File: config.mk
export PLATFORM = sky130hd
export DESIGN_NAME = ph_sender_flat
export DESIGN_NICKNAME = d
export VERILOG_FILES = /design/src/rtl/ph_sender_if.sv /design/src/rtl/ph_sender.sv /design/src/flat_wrapper.sv
export SDC_FILE = /design/constraint.sdc
export NUM_CORES = 1
export LEC_CHECK = 0
export BUFFER_PORTS_ARGS = -buffer_cell sky130_fd_sc_hd__buf_2
export CAP_MARGIN = 30
export CORE_ASPECT_RATIO = 1.1
export CORE_UTILIZATION = 30
export DETAILED_ROUTE_END_ITERATION = 7
export SLEW_MARGIN = 0
export SYNTH_ARGS = -nofsm -noshare
export SYNTH_HDL_FRONTEND = slang
export SYNTH_SLANG_ARGS = --single-unit
export TNS_END_PERCENT = 20
File: constraint.sdc
create_clock -name clock -period 2.71 [get_ports clock]
set_clock_uncertainty 0.1 [all_clocks]
set_input_delay 0.1355 -clock clock [delete_from_list [all_inputs] [get_ports clock]]
set_output_delay 0.1355 -clock clock [all_outputs]
set_load 0.01 [all_outputs]
File: src/rtl/ph_sender_if.sv
// ph_sender_if
//   Signal bundle between the USB transaction FSM / downstream bit-stuffer and
//   the protocol-handler transmitter (ph_sender).
//
//   Optional feature macro: PH_SENDER_CRC_CORRUPT_EN (adds corrupt_crc).
//
//   Signals:
//     send_OUT/IN/DATA0/ACK/NAK  one-cycle packet requests
//     addr[6:0], endp[3:0]       token fields, latched on accept
//     data[DATA_W-1:0]           DATA0 payload, latched on accept
//     corrupt_crc                (optional) invert last CRC bit of this packet
//     stall                      downstream is inserting a stuffed bit
//     bit_out, bit_valid         decoded serial packet bit stream, LSB-first
//     eop                        downstream must drive SE0
//     busy, pkt_done             packet in progress / one-cycle completion pulse
//
//   Modports:
//     master  requester + downstream side (drives requests and stall)
//     slave   the transmitter itself
interface ph_sender_if #(parameter int DATA_W = 64);
    logic              send_OUT;
    logic              send_IN;
    logic              send_DATA0;
    logic              send_ACK;
    logic              send_NAK;
    logic [6:0]        addr;
    logic [3:0]        endp;
    logic [DATA_W-1:0] data;
`ifdef PH_SENDER_CRC_CORRUPT_EN
    logic              corrupt_crc;
`endif
    logic              stall;
    logic              bit_out;
    logic              bit_valid;
    logic              eop;
    logic              busy;
    logic              pkt_done;

`ifdef PH_SENDER_CRC_CORRUPT_EN
    modport master (
        output send_OUT, send_IN, send_DATA0, send_ACK, send_NAK,
        output addr, endp, data, corrupt_crc, stall,
        input  bit_out, bit_valid, eop, busy, pkt_done
    );
    modport slave (
        input  send_OUT, send_IN, send_DATA0, send_ACK, send_NAK,
        input  addr, endp, data, corrupt_crc, stall,
        output bit_out, bit_valid, eop, busy, pkt_done
    );
`else
    modport master (
        output send_OUT, send_IN, send_DATA0, send_ACK, send_NAK,
        output addr, endp, data, stall,
        input  bit_out, bit_valid, eop, busy, pkt_done
    );
    modport slave (
        input  send_OUT, send_IN, send_DATA0, send_ACK, send_NAK,
        input  addr, endp, data, stall,
        output bit_out, bit_valid, eop, busy, pkt_done
    );
`endif
endinterface

File: src/rtl/ph_sender.sv
// ph_sender
//   Transmit side of the USB protocol handler. Accepts one-cycle packet
//   requests (OUT/IN token, DATA0, ACK, NAK) while idle and serialises the
//   packet LSB-first as a decoded bitstream: SYNC, PID, body, CRC, then two
//   cycles of EOP and one gap cycle. The downstream bit-stuffer may stall the
//   stream, which freezes the current bit and all sequencing state.
//
//   Optional feature macro: PH_SENDER_CRC_CORRUPT_EN
//     When defined, bus.corrupt_crc is latched on accept and, if set, the final
//     CRC bit of a token or DATA0 packet is inverted.
//
//   Ports:
//     clock    system clock, rising edge
//     reset_n  asynchronous active-low reset
//     bus      ph_sender_if.slave (requests, operands, stall, serial outputs)
//
//   Parameters:
//     DATA_W   DATA0 payload width in bits (multiple of 8)
module ph_sender #(
    parameter int DATA_W = 64
) (
    input logic        clock,
    input logic        reset_n,
    ph_sender_if.slave bus
);
    // Counter must reach DATA_W-1 for the payload and 15 for the CRC16.
    localparam int CNT_W  = (DATA_W > 16) ? $clog2(DATA_W) : 5;
    // Body shifter also carries the 11-bit token body.
    localparam int BODY_W = (DATA_W > 11) ? DATA_W : 11;

    localparam logic [3:0] PID_OUT   = 4'b0001;
    localparam logic [3:0] PID_IN    = 4'b1001;
    localparam logic [3:0] PID_DATA0 = 4'b0011;
    localparam logic [3:0] PID_ACK   = 4'b0010;
    localparam logic [3:0] PID_NAK   = 4'b1010;

    typedef enum logic [2:0] {IDLE, SYNC, PID, TOKEN, DATA, CRC, EOP, GAP} state_t;
    typedef enum logic [1:0] {KIND_HS, KIND_TOKEN, KIND_DATA} kind_t;

    state_t            state;
    state_t            state_nxt;
    kind_t             kind_q;
    kind_t             req_kind;
    logic [3:0]        pid_q;
    logic [3:0]        req_pid;
    logic              req_any;
    logic [BODY_W-1:0] body_q;
    logic [15:0]       crc_q;
    logic [CNT_W-1:0]  cnt_q;
    logic              done_q;
    logic              corrupt_q;
    logic              last_bit;
    logic              advance;
    logic              bit_c;
    logic              valid_c;
    logic [3:0]        crc_idx;
    logic [7:0]        pid_byte;

    function automatic logic [4:0] crc5_next(input logic [4:0] c, input logic b);
        logic fb;
        fb = c[4] ^ b;
        crc5_next = {c[3:0], 1'b0} ^ (fb ? 5'b00101 : 5'b00000);
    endfunction

    function automatic logic [15:0] crc16_next(input logic [15:0] c, input logic b);
        logic fb;
        fb = c[15] ^ b;
        crc16_next = {c[14:0], 1'b0} ^ (fb ? 16'h8005 : 16'h0000);
    endfunction

    // Request arbitration: ACK > NAK > DATA0 > OUT > IN.
    always_comb begin
        req_any  = bus.send_ACK | bus.send_NAK | bus.send_DATA0 | bus.send_OUT | bus.send_IN;
        req_pid  = PID_IN;
        req_kind = KIND_TOKEN;
        if (bus.send_ACK) begin
            req_pid  = PID_ACK;
            req_kind = KIND_HS;
        end else if (bus.send_NAK) begin
            req_pid  = PID_NAK;
            req_kind = KIND_HS;
        end else if (bus.send_DATA0) begin
            req_pid  = PID_DATA0;
            req_kind = KIND_DATA;
        end else if (bus.send_OUT) begin
            req_pid  = PID_OUT;
            req_kind = KIND_TOKEN;
        end
    end

    // Last bit of the current serial field.
    always_comb begin
        last_bit = 1'b0;
        case (state)
            SYNC, PID: last_bit = (cnt_q == CNT_W'(7));
            TOKEN:     last_bit = (cnt_q == CNT_W'(10));
            DATA:      last_bit = (cnt_q == CNT_W'(DATA_W - 1));
            CRC:       last_bit = (kind_q == KIND_DATA) ? (cnt_q == CNT_W'(15))
                                                        : (cnt_q == CNT_W'(4));
            default:   last_bit = 1'b0;
        endcase
    end

    assign advance = valid_c & ~bus.stall;

    // State register
    always_ff @(posedge clock or negedge reset_n) begin
        if (!reset_n) begin
            state <= IDLE;
        end else begin
            state <= state_nxt;
        end
    end

    // Next-state logic
    always_comb begin
        state_nxt = state;
        case (state)
            IDLE: begin
                if (req_any) begin
                    state_nxt = SYNC;
                end
            end
            SYNC: begin
                if (advance && last_bit) begin
                    state_nxt = PID;
                end
            end
            PID: begin
                if (advance && last_bit) begin
                    if (kind_q == KIND_HS) begin
                        state_nxt = EOP;
                    end else if (kind_q == KIND_TOKEN) begin
                        state_nxt = TOKEN;
                    end else begin
                        state_nxt = DATA;
                    end
                end
            end
            TOKEN, DATA: begin
                if (advance && last_bit) begin
                    state_nxt = CRC;
                end
            end
            CRC: begin
                if (advance && last_bit) begin
                    state_nxt = EOP;
                end
            end
            EOP: begin
                if (cnt_q == CNT_W'(1)) begin
                    state_nxt = GAP;
                end
            end
            GAP:     state_nxt = IDLE;
            default: state_nxt = IDLE;
        endcase
    end

    // Output logic: the serial bit is a pure function of state and datapath.
    always_comb begin
        valid_c  = 1'b0;
        bit_c    = 1'b0;
        pid_byte = {~pid_q, pid_q};
        crc_idx  = (kind_q == KIND_DATA) ? (4'd15 - cnt_q[3:0]) : (4'd4 - cnt_q[3:0]);
        case (state)
            SYNC: begin
                valid_c = 1'b1;
                bit_c   = (cnt_q == CNT_W'(7));
            end
            PID: begin
                valid_c = 1'b1;
                bit_c   = pid_byte[cnt_q[2:0]];
            end
            TOKEN, DATA: begin
                valid_c = 1'b1;
                bit_c   = body_q[0];
            end
            CRC: begin
                // CRC goes out complemented, register MSB first.
                valid_c = 1'b1;
                bit_c   = ~crc_q[crc_idx] ^ (corrupt_q & last_bit);
            end
            default: begin
                valid_c = 1'b0;
                bit_c   = 1'b0;
            end
        endcase
    end

    assign bus.bit_out   = bit_c;
    assign bus.bit_valid = valid_c;
    assign bus.eop       = (state == EOP);
    assign bus.busy      = (state != IDLE);
    assign bus.pkt_done  = done_q;

    // Datapath: field counter, body shifter, CRC register, completion pulse.
    always_ff @(posedge clock or negedge reset_n) begin
        if (!reset_n) begin
            cnt_q  <= '0;
            kind_q <= KIND_HS;
            pid_q  <= 4'b0000;
            body_q <= '0;
            crc_q  <= 16'h0000;
            done_q <= 1'b0;
        end else begin
            done_q <= (state == GAP);

            if (state_nxt != state) begin
                cnt_q <= '0;
            end else if (advance || state == EOP) begin
                cnt_q <= cnt_q + CNT_W'(1);
            end

            if (state == IDLE && req_any) begin
                kind_q <= req_kind;
                pid_q  <= req_pid;
                crc_q  <= 16'hFFFF;
                if (req_kind == KIND_DATA) begin
                    body_q <= BODY_W'(bus.data);
                end else begin
                    body_q <= BODY_W'({bus.endp, bus.addr});
                end
            end else if (advance && (state == TOKEN || state == DATA)) begin
                body_q <= body_q >> 1;
                if (state == TOKEN) begin
                    crc_q[4:0] <= crc5_next(crc_q[4:0], body_q[0]);
                end else begin
                    crc_q <= crc16_next(crc_q, body_q[0]);
                end
            end
        end
    end

`ifdef PH_SENDER_CRC_CORRUPT_EN
    always_ff @(posedge clock or negedge reset_n) begin
        if (!reset_n) begin
            corrupt_q <= 1'b0;
        end else if (state == IDLE && req_any) begin
            corrupt_q <= bus.corrupt_crc;
        end
    end
`else
    assign corrupt_q = 1'b0;
`endif

endmodule
File: src/flat_wrapper.sv
// flat-port wrapper written by rule: the top's interface ports become plain ports
module ph_sender_flat 
#(
    parameter int DATA_W = 64
)
  (clock, reset_n, bus_send_OUT, bus_send_IN, bus_send_DATA0, bus_send_ACK, bus_send_NAK, bus_addr, bus_endp, bus_data, bus_stall, bus_bit_out, bus_bit_valid, bus_eop, bus_busy, bus_pkt_done);
  ph_sender_if #(.DATA_W(DATA_W)) bus_i ();
  input logic clock;
  input logic reset_n;
  input wire logic [$bits(bus_i.send_OUT)-1:0] bus_send_OUT;
  input wire logic [$bits(bus_i.send_IN)-1:0] bus_send_IN;
  input wire logic [$bits(bus_i.send_DATA0)-1:0] bus_send_DATA0;
  input wire logic [$bits(bus_i.send_ACK)-1:0] bus_send_ACK;
  input wire logic [$bits(bus_i.send_NAK)-1:0] bus_send_NAK;
  input wire logic [$bits(bus_i.addr)-1:0] bus_addr;
  input wire logic [$bits(bus_i.endp)-1:0] bus_endp;
  input wire logic [$bits(bus_i.data)-1:0] bus_data;
  input wire logic [$bits(bus_i.stall)-1:0] bus_stall;
  output wire logic [$bits(bus_i.bit_out)-1:0] bus_bit_out;
  output wire logic [$bits(bus_i.bit_valid)-1:0] bus_bit_valid;
  output wire logic [$bits(bus_i.eop)-1:0] bus_eop;
  output wire logic [$bits(bus_i.busy)-1:0] bus_busy;
  output wire logic [$bits(bus_i.pkt_done)-1:0] bus_pkt_done;
  assign bus_i.send_OUT = bus_send_OUT;
  assign bus_i.send_IN = bus_send_IN;
  assign bus_i.send_DATA0 = bus_send_DATA0;
  assign bus_i.send_ACK = bus_send_ACK;
  assign bus_i.send_NAK = bus_send_NAK;
  assign bus_i.addr = bus_addr;
  assign bus_i.endp = bus_endp;
  assign bus_i.data = bus_data;
  assign bus_i.stall = bus_stall;
  assign bus_bit_out = bus_i.bit_out;
  assign bus_bit_valid = bus_i.bit_valid;
  assign bus_eop = bus_i.eop;
  assign bus_busy = bus_i.busy;
  assign bus_pkt_done = bus_i.pkt_done;
  ph_sender #(.DATA_W(DATA_W)) u_core (.clock(clock), .reset_n(reset_n), .bus(bus_i));
endmodule
# Yosys cells after proc, flatten, opt, wreduce, memory -nomap -nowiden
# Index checks and enable logic that the tools add are counted.
totals:
  register_bits: 96
  inputBits: 83
  out_inout_bits: 5
  wordCells: 93
classes:
  n_addsub: 3
  magnitude_cmp: 2
  eq_ne: 18
  muxes: 36
  n_bitwise: 12
  reduce_logical: 14
op_table:
  columns: ["cell", "n"]
  rows:
  - ["$mux 64", 3]
  - ["$mux 16", 3]
  - ["$mux 3", 9]
  - ["$pmux 3 s7", 1]
  - ["$mux 4", 5]
  - ["$xor 16x16->16", 1]
  - ["$eq 3x3->1 const B", 4]
  - ["$eq 6x3->1 const B", 2]
  - ["$eq 6x4->1 const B", 2]
  - ["$mux 6", 2]
  - ["$mux 11", 1]
  - ["$pmux 1 s4", 2]
  - ["$add 6x1->6 const B", 1]
  - ["$eq 3x2->1 const B", 2]
  - ["$eq 6x1->1 const B", 1]
  - ["$eq 6x6->1 const B", 1]
  - ["$mux 2", 3]
  - ["$lt 4x5->1 const B", 1]
  - ["$mux 5", 1]
  - ["$reduce_or 5->1", 1]
  - ["$xor 5x5->5", 1]
  - ["$bmux 1 s4", 1]
  - ["$eq 2x2->1 const B", 2]
  - ["$lt 3x4->1 const B", 1]
  - ["other kinds (21)", 34]

# Longest topological paths before layout
depth:
  word_depth: 9
  mapped_depth: 10

# Worst setup path before layout
# Ideal clock, no wire load.
synth_path:
  path_type: "register to output"
  from: "reg u_core.cnt_q[0]"
  to: "out bus_bit_out"
  t_arrival_ps: 2397
  setup_slack_ps: 77
  path_stages_with_launch: 11
  path_buffers: 3
  path_cell_list: "dfrtp_1 buf_2 inv_1 ha_1 clkbuf_1 or3_1 and2_1 clkbuf_1 a211oi_1 a2111oi_0 o31ai_1"
synth_via:
  elab_chain_cells: 6
  elab_cells_between_ends: 10
  cone_classes: "2 x add/sub; 1 x eq/ne; 6 x mux; 1 x bitwise"
synth_lines:
  columns: ["item", "line", "text"]
  rows:
  - ["from (decl)", "ph_sender.sv:49", "logic [CNT_W-1:0] cnt_q;"]
  - ["from (signal assigned)", "ph_sender.sv:212", "cnt_q <= cnt_q + CNT_W'(1);"]
  - ["$sub 3x4->4 / $sub 4x4->4 (equally long branches)", "ph_sender.sv:165", "crc_idx = (kind_q == KIND_DATA) ? (4'd15 - cnt_q[3:0]) : (4'd4 - cnt_q[3:0]);"]
  - ["$mux 4", "ph_sender.sv:165", null]
  - ["$bmux 1 s4", "ph_sender.sv:182", "bit_c = ~crc_q[crc_idx] ^ (corrupt_q & last_bit);"]
  - ["$mux 1 (implied by the code)", "ph_sender.sv:182", null]
  - ["$not 1->1", "ph_sender.sv:182", null]
  - ["$pmux 1 s4 (*)", "ph_sender.sv:166", "case (state)"]
  - ["to (decl)", "flat_wrapper.sv:19", "output wire logic [$bits(bus_i.bit_out)-1:0] bus_bit_out;"]
# Every way passes the cells marked *; elsewhere a longest branch is shown, timed or not. The select of a mux whose other input is x is not followed.

# Worst setup path after layout
layout_path:
  from: "reg u_core.kind_q[1]"
  to: "out bus_bit_out"
layout_via:
  elab_chain_cells: 6
layout_lines:
  columns: ["item", "line", "text"]
  rows:
  - ["from (decl)", "ph_sender.sv:42", "kind_t kind_q;"]
  - ["from (signal assigned)", "ph_sender.sv:216", "kind_q <= req_kind;"]
  - ["$eq 2x2->1", "ph_sender.sv:165", null]
  - ["$mux 4", "ph_sender.sv:165", null]
  - ["$bmux 1 s4", "ph_sender.sv:182", null]
  - ["$mux 1 (implied by the code)", "ph_sender.sv:182", null]
  - ["$not 1->1", "ph_sender.sv:182", null]
  - ["$pmux 1 s4", "ph_sender.sv:166", null]
# Every way passes these cells. The select of a mux whose other input is x is not followed.

==> metrics.json <==
{
  "postSynth.topFlopCell": {"value": "dfrtp_1"},
  "flow.area_growth_from_synthesis": {"value": 34.8, "unit": "%"},
  "number_of_flops_mapped_to_enable_cells_by_yosys": {"value": 0},
  "min_period": {"value": 2610, "unit": "ps"},
  "synth.net_count": {"value": 589},
  "cts.root.buffer_cell": {"value": "clkbuf_16"},
  "max_freq": {"value": 383, "unit": "MHz"},
  "yosysUniqueCellTypes": {"value": 55},
  "power_per_cell_area": {"value": 916, "unit": "nW/µm²"},
  "p_seq_share": {"value": 37.8, "unit": "%"},
  "timing.critical_path.from": {"value": "u_core.kind_q[1]$_DFFE_PN0P_"},
  "antenna_found_initial": {"value": 0},
  "final_antenna_net_count": {"value": 0},
  "design.portCount": {"value": 88},
  "detailed_place_hpwl": {"value": 9.14, "unit": "mm"},
  "globalplace.congestion": {"value": 0.836},
  "grt_pass1_wl": {"value": 23.3, "unit": "mm"},
  "n_antenna_cell": {"value": 0},
  "totalPowerFinal": {"value": 6080, "unit": "µW"},
  "detailed_place.area": {"value": 5690, "unit": "µm²"},
  "post_synth.cell_area_avg": {"value": 9.79, "unit": "µm²"},
  "gr-total-overflow": {"value": 0},
  "switchingPower": {"value": 2320, "unit": "µW"},
  "reg2reg_to": {"value": "u_core.body_q[24]$_DFFE_PN0P_"},
  "crit_end": {"value": "bus_bit_out"},
  "preCtsSetupSlack": {"value": 172, "unit": "ps"},
  "nets_final": {"value": 728},
  "final-setup-viol-count": {"value": 0},
  "timing.final.ws_setup": {"value": 98.0, "unit": "ps"},
  "die_area": {"value": 16900, "unit": "µm²"},
  "fin_hold_ws": {"value": 28.9, "unit": "ps"},
  "cts_tree": {"value": "done"},
  "timing.reg2reg.worst_path_depth": {"value": 7},
  "critical_path.reg2reg.startpoint": {"value": "u_core.state[1]$_DFF_PN0_"},
  "route.detailed.vias_per_inst": {"value": 5.38},
  "cts_buffers": {"value": 9},
  "vias": {"value": 4552},
  "die_h": {"value": 136, "unit": "µm"},
  "drt_pass1_iterations": {"value": 6},
  "die_span_in_x": {"value": 124, "unit": "µm"},
  "timing.critical_path.from_type": {"value": "flop"},
  "largest_net_degree_at_the_start_of_global_routing": {"value": 55},
  "timing.final.hold_violations": {"value": 0},
  "coreArea": {"value": 15900, "unit": "µm²"},
  "netlist_area": {"value": 4920, "unit": "µm²"},
  "crit_arrival": {"value": 2380, "unit": "ps"},
  "vdd_drop_max": {"value": 0.513, "unit": "mV"},
  "p_sw_share": {"value": 38.1, "unit": "%"},
  "clk-insertion-delay-late": {"value": 340, "unit": "ps"},
  "sort_of_element_at_the_end_of_the_critical_path": {"value": "output port"},
  "layout.cells.most_common": {"value": "dfrtp_1"},
  "maxSlewHeadroom": {"value": 57.3, "unit": "%"},
  "cp_data_required_time": {"value": 2470, "unit": "ps"},
  "postSynth.asyncResetShare": {"value": 100, "unit": "%"},
  "global_route.usage.total": {"value": 17.8, "unit": "%"},
  "criticalPathCategory": {"value": "reg -> out"},
  "cts.path.max_buffers": {"value": 2},
  "initialDrtViolationCount": {"value": 314},
  "route.final.wire_length": {"value": 14.0, "unit": "mm"},
  "num_rows": {"value": 48},
  "r2r_slack": {"value": 280, "unit": "ps"},
  "post_drt_wl_per_cell": {"value": 16.6, "unit": "µm"},
  "post-route-drc-count": {"value": 0},
  "synth_cells": {"value": 503},
  "cts-htree-levels": {"value": 3},
  "first_global_vias": {"value": 4771},
  "min_period_over_period": {"value": 96.4, "unit": "%"},
  "io_buffer_count": {"value": 87},
  "p_leak": {"value": 0.00326, "unit": "µW"},
  "power.combinational.fraction": {"value": 43.0, "unit": "%"},
  "tightest_slew": {"value": 641, "unit": "ps"},
  "synth.yosys.seq_area_share": {"value": 48.3, "unit": "%"},
  "share_clk_of_total_power": {"value": 19.2, "unit": "%"},
  "internal-power": {"value": 3760, "unit": "µW"},
  "maxCapViolations": {"value": 0},
  "num_clock_sinks": {"value": 95},
  "flop_and_latch_count_out_of_synthesis": {"value": 95},
  "path_max_fanout": {"value": 8},
  "post_cts.repair.setup_buffers": {"value": 0},
  "count_of_warnings_emitted_by_yosys": {"value": 0},
  "mostFrequentLayoutCells": {"value": "dfrtp_1 (95), buf_2 (86), dlygate4sd3_1 (55), nand2_1 (47)"},
  "clk_pin_slew_worst_paths": {"value": 60, "unit": "ps"},
  "initial_util": {"value": 31.1, "unit": "%"},
  "timing.final.max_slew_violations": {"value": 0},
  "drive_above_1_share": {"value": 23.8, "unit": "%"},
  "status": {"value": "complete, no violations"},
  "hold_path_class": {"value": "in -> reg"},
  "post-route-cell-area": {"value": 6640, "unit": "µm²"}
}
==> critical path, stage by stage, from the launching register on <==
cell	delay (ps)
dfrtp_1	430
nor2b_4	170
buf_4	170
nor3_1	220
a31oi_2	120
o32ai_2	380
a2111oi_4	80
o31ai_2	270
buf_2	170
==> logic make-up after synthesis <==
kind of cell / Yosys count / share of synthesized area, %
DFF: 95 / 48.3
and+or+nand+nor: 144 / 14.2
adders and majority gates: 3 / 0.762
buffers and inverters: 73 / 5.77
xor gates and xnor gates: 12 / 2.13
muxes: 30 / 6.12
AOI/OAI and AO/OA: 146 / 22.7
==> layer usage <==
| layer | global-route usage [%] | vias to the layer above | share of wire [%] |
|---|---|---|---|
| met5 | 0 | - | 0 |
| met4 | 6.02 | 0 | 2.1 |
| met3 | 4.32 | 25 | 5.2 |
| met2 | 31.1 | 155 | 52 |
| met1 | 21.0 | 2235 | 41 |
| li1 | - | 2137 | - |
==> sequential cells by signal (all words and copies together) (netlist names) <==
register / count
u_core.state: 3
u_core.kind_q: 2
u_core.bus.pkt_done: 1
u_core.pid_q: 3
u_core.crc_q: 16
u_core.body_q: 64
u_core.cnt_q: 6
==> cell type report <==
cell class | instances | area (µm²)
Fill cell | 1560 | 9220
Multi-Input combinational cell | 335 | 2410
Sequential cell | 95 | 2380
Timing Repair Buffer | 167 | 1200
Tap cell | 200 | 250
Clock buffer | 9 | 225
Inverter | 34 | 128
Clock inverter | 6 | 45.0
==> cell usage after synthesis (2+ instances only) <==
| cell | number | area share [%] |
|---|---|---|
| a21o_1 | 3 | 0.46 |
| a211o_1 | 3 | 0.53 |
| xnor2_1 | 3 | 0.53 |
| and2_1 | 3 | 0.38 |
| buf_1 | 7 | 0.53 |
| nand3b_1 | 2 | 0.30 |
| nor3_1 | 5 | 0.51 |
| buf_2 | 8 | 0.81 |
| ha_1 | 3 | 0.76 |
| nand4_1 | 3 | 0.38 |
| clkbuf_1 | 24 | 1.8 |
| mux2i_1 | 29 | 5.9 |
| nor2b_1 | 4 | 0.51 |
| a2111oi_0 | 4 | 0.71 |
| a41oi_1 | 2 | 0.36 |
| nand3_1 | 33 | 3.4 |
| o211ai_1 | 4 | 0.61 |
| a222oi_1 | 26 | 5.3 |
| or3_1 | 5 | 0.64 |
| a21oi_1 | 19 | 1.9 |
| and3_1 | 2 | 0.25 |
| inv_1 | 33 | 2.5 |
| o31ai_1 | 3 | 0.46 |
| nand2_1 | 47 | 3.6 |
| dfrtp_1 | 95 | 48 |
| a31oi_1 | 3 | 0.38 |
| xor2_1 | 9 | 1.6 |
| a22oi_1 | 3 | 0.46 |
| o22a_1 | 13 | 2.3 |
| nand2b_1 | 5 | 0.64 |
| a221oi_1 | 2 | 0.36 |
| o21ai_0 | 32 | 3.3 |
| nor4_1 | 2 | 0.25 |
| a21boi_0 | 3 | 0.46 |
| nor2_1 | 27 | 2.1 |
| o32ai_1 | 2 | 0.36 |
| o22ai_1 | 2 | 0.25 |
| a221o_1 | 11 | 2.2 |
| a211oi_1 | 3 | 0.46 |
==> worst min path at each step <==
stage | start | endpoint | slack (ps) | cells after the start
floorplan | reset_n | u_core.body_q[0]$_DFFE_PN0P_ | -260 | 0
global placement | reset_n | u_core.cnt_q[5]$_DFFE_PN0P_ | 100 | 1
detailed placement | reset_n | u_core.cnt_q[3]$_DFFE_PN0P_ | 110 | 1
CTS | bus_send_OUT | u_core.pid_q[3]$_DFFE_PN0P_ | 20 | 4
global route | bus_send_NAK | u_core.pid_q[3]$_DFFE_PN0P_ | 20 | 3
finish | bus_send_OUT | u_core.pid_q[3]$_DFFE_PN0P_ | 30 | 4
==> metrics by stage <==
step                      setup TNS [ps]  util (%)  cells
final                                  0      41.9    846
after global routing               -6.26      41.9    846
after CTS                              0      41.3    846
after detailed placement               0      35.9    776
after global placement                 0      35.9    776
after floorplan                        0         -    503
==> timing repair <==
item	4_1_cts	5_1_grt
pin swaps	3	3
endpoints found under the hold margin	102	0
hold buffers	55	0
endpoints found under the setup margin	1	1
gates resized for setup	10	17
==> power groups by stage <==
stage	clock network [µW]	registers [µW]	logic, µW
final	1170	2300	2610
after global routing	1270	2370	2860
after CTS	1200	2280	2370
after detailed placement	0	2300	2230
after global placement	0	2280	2150
after floorplan	0	2190	1630
Power figures use the tool's default switching activity.
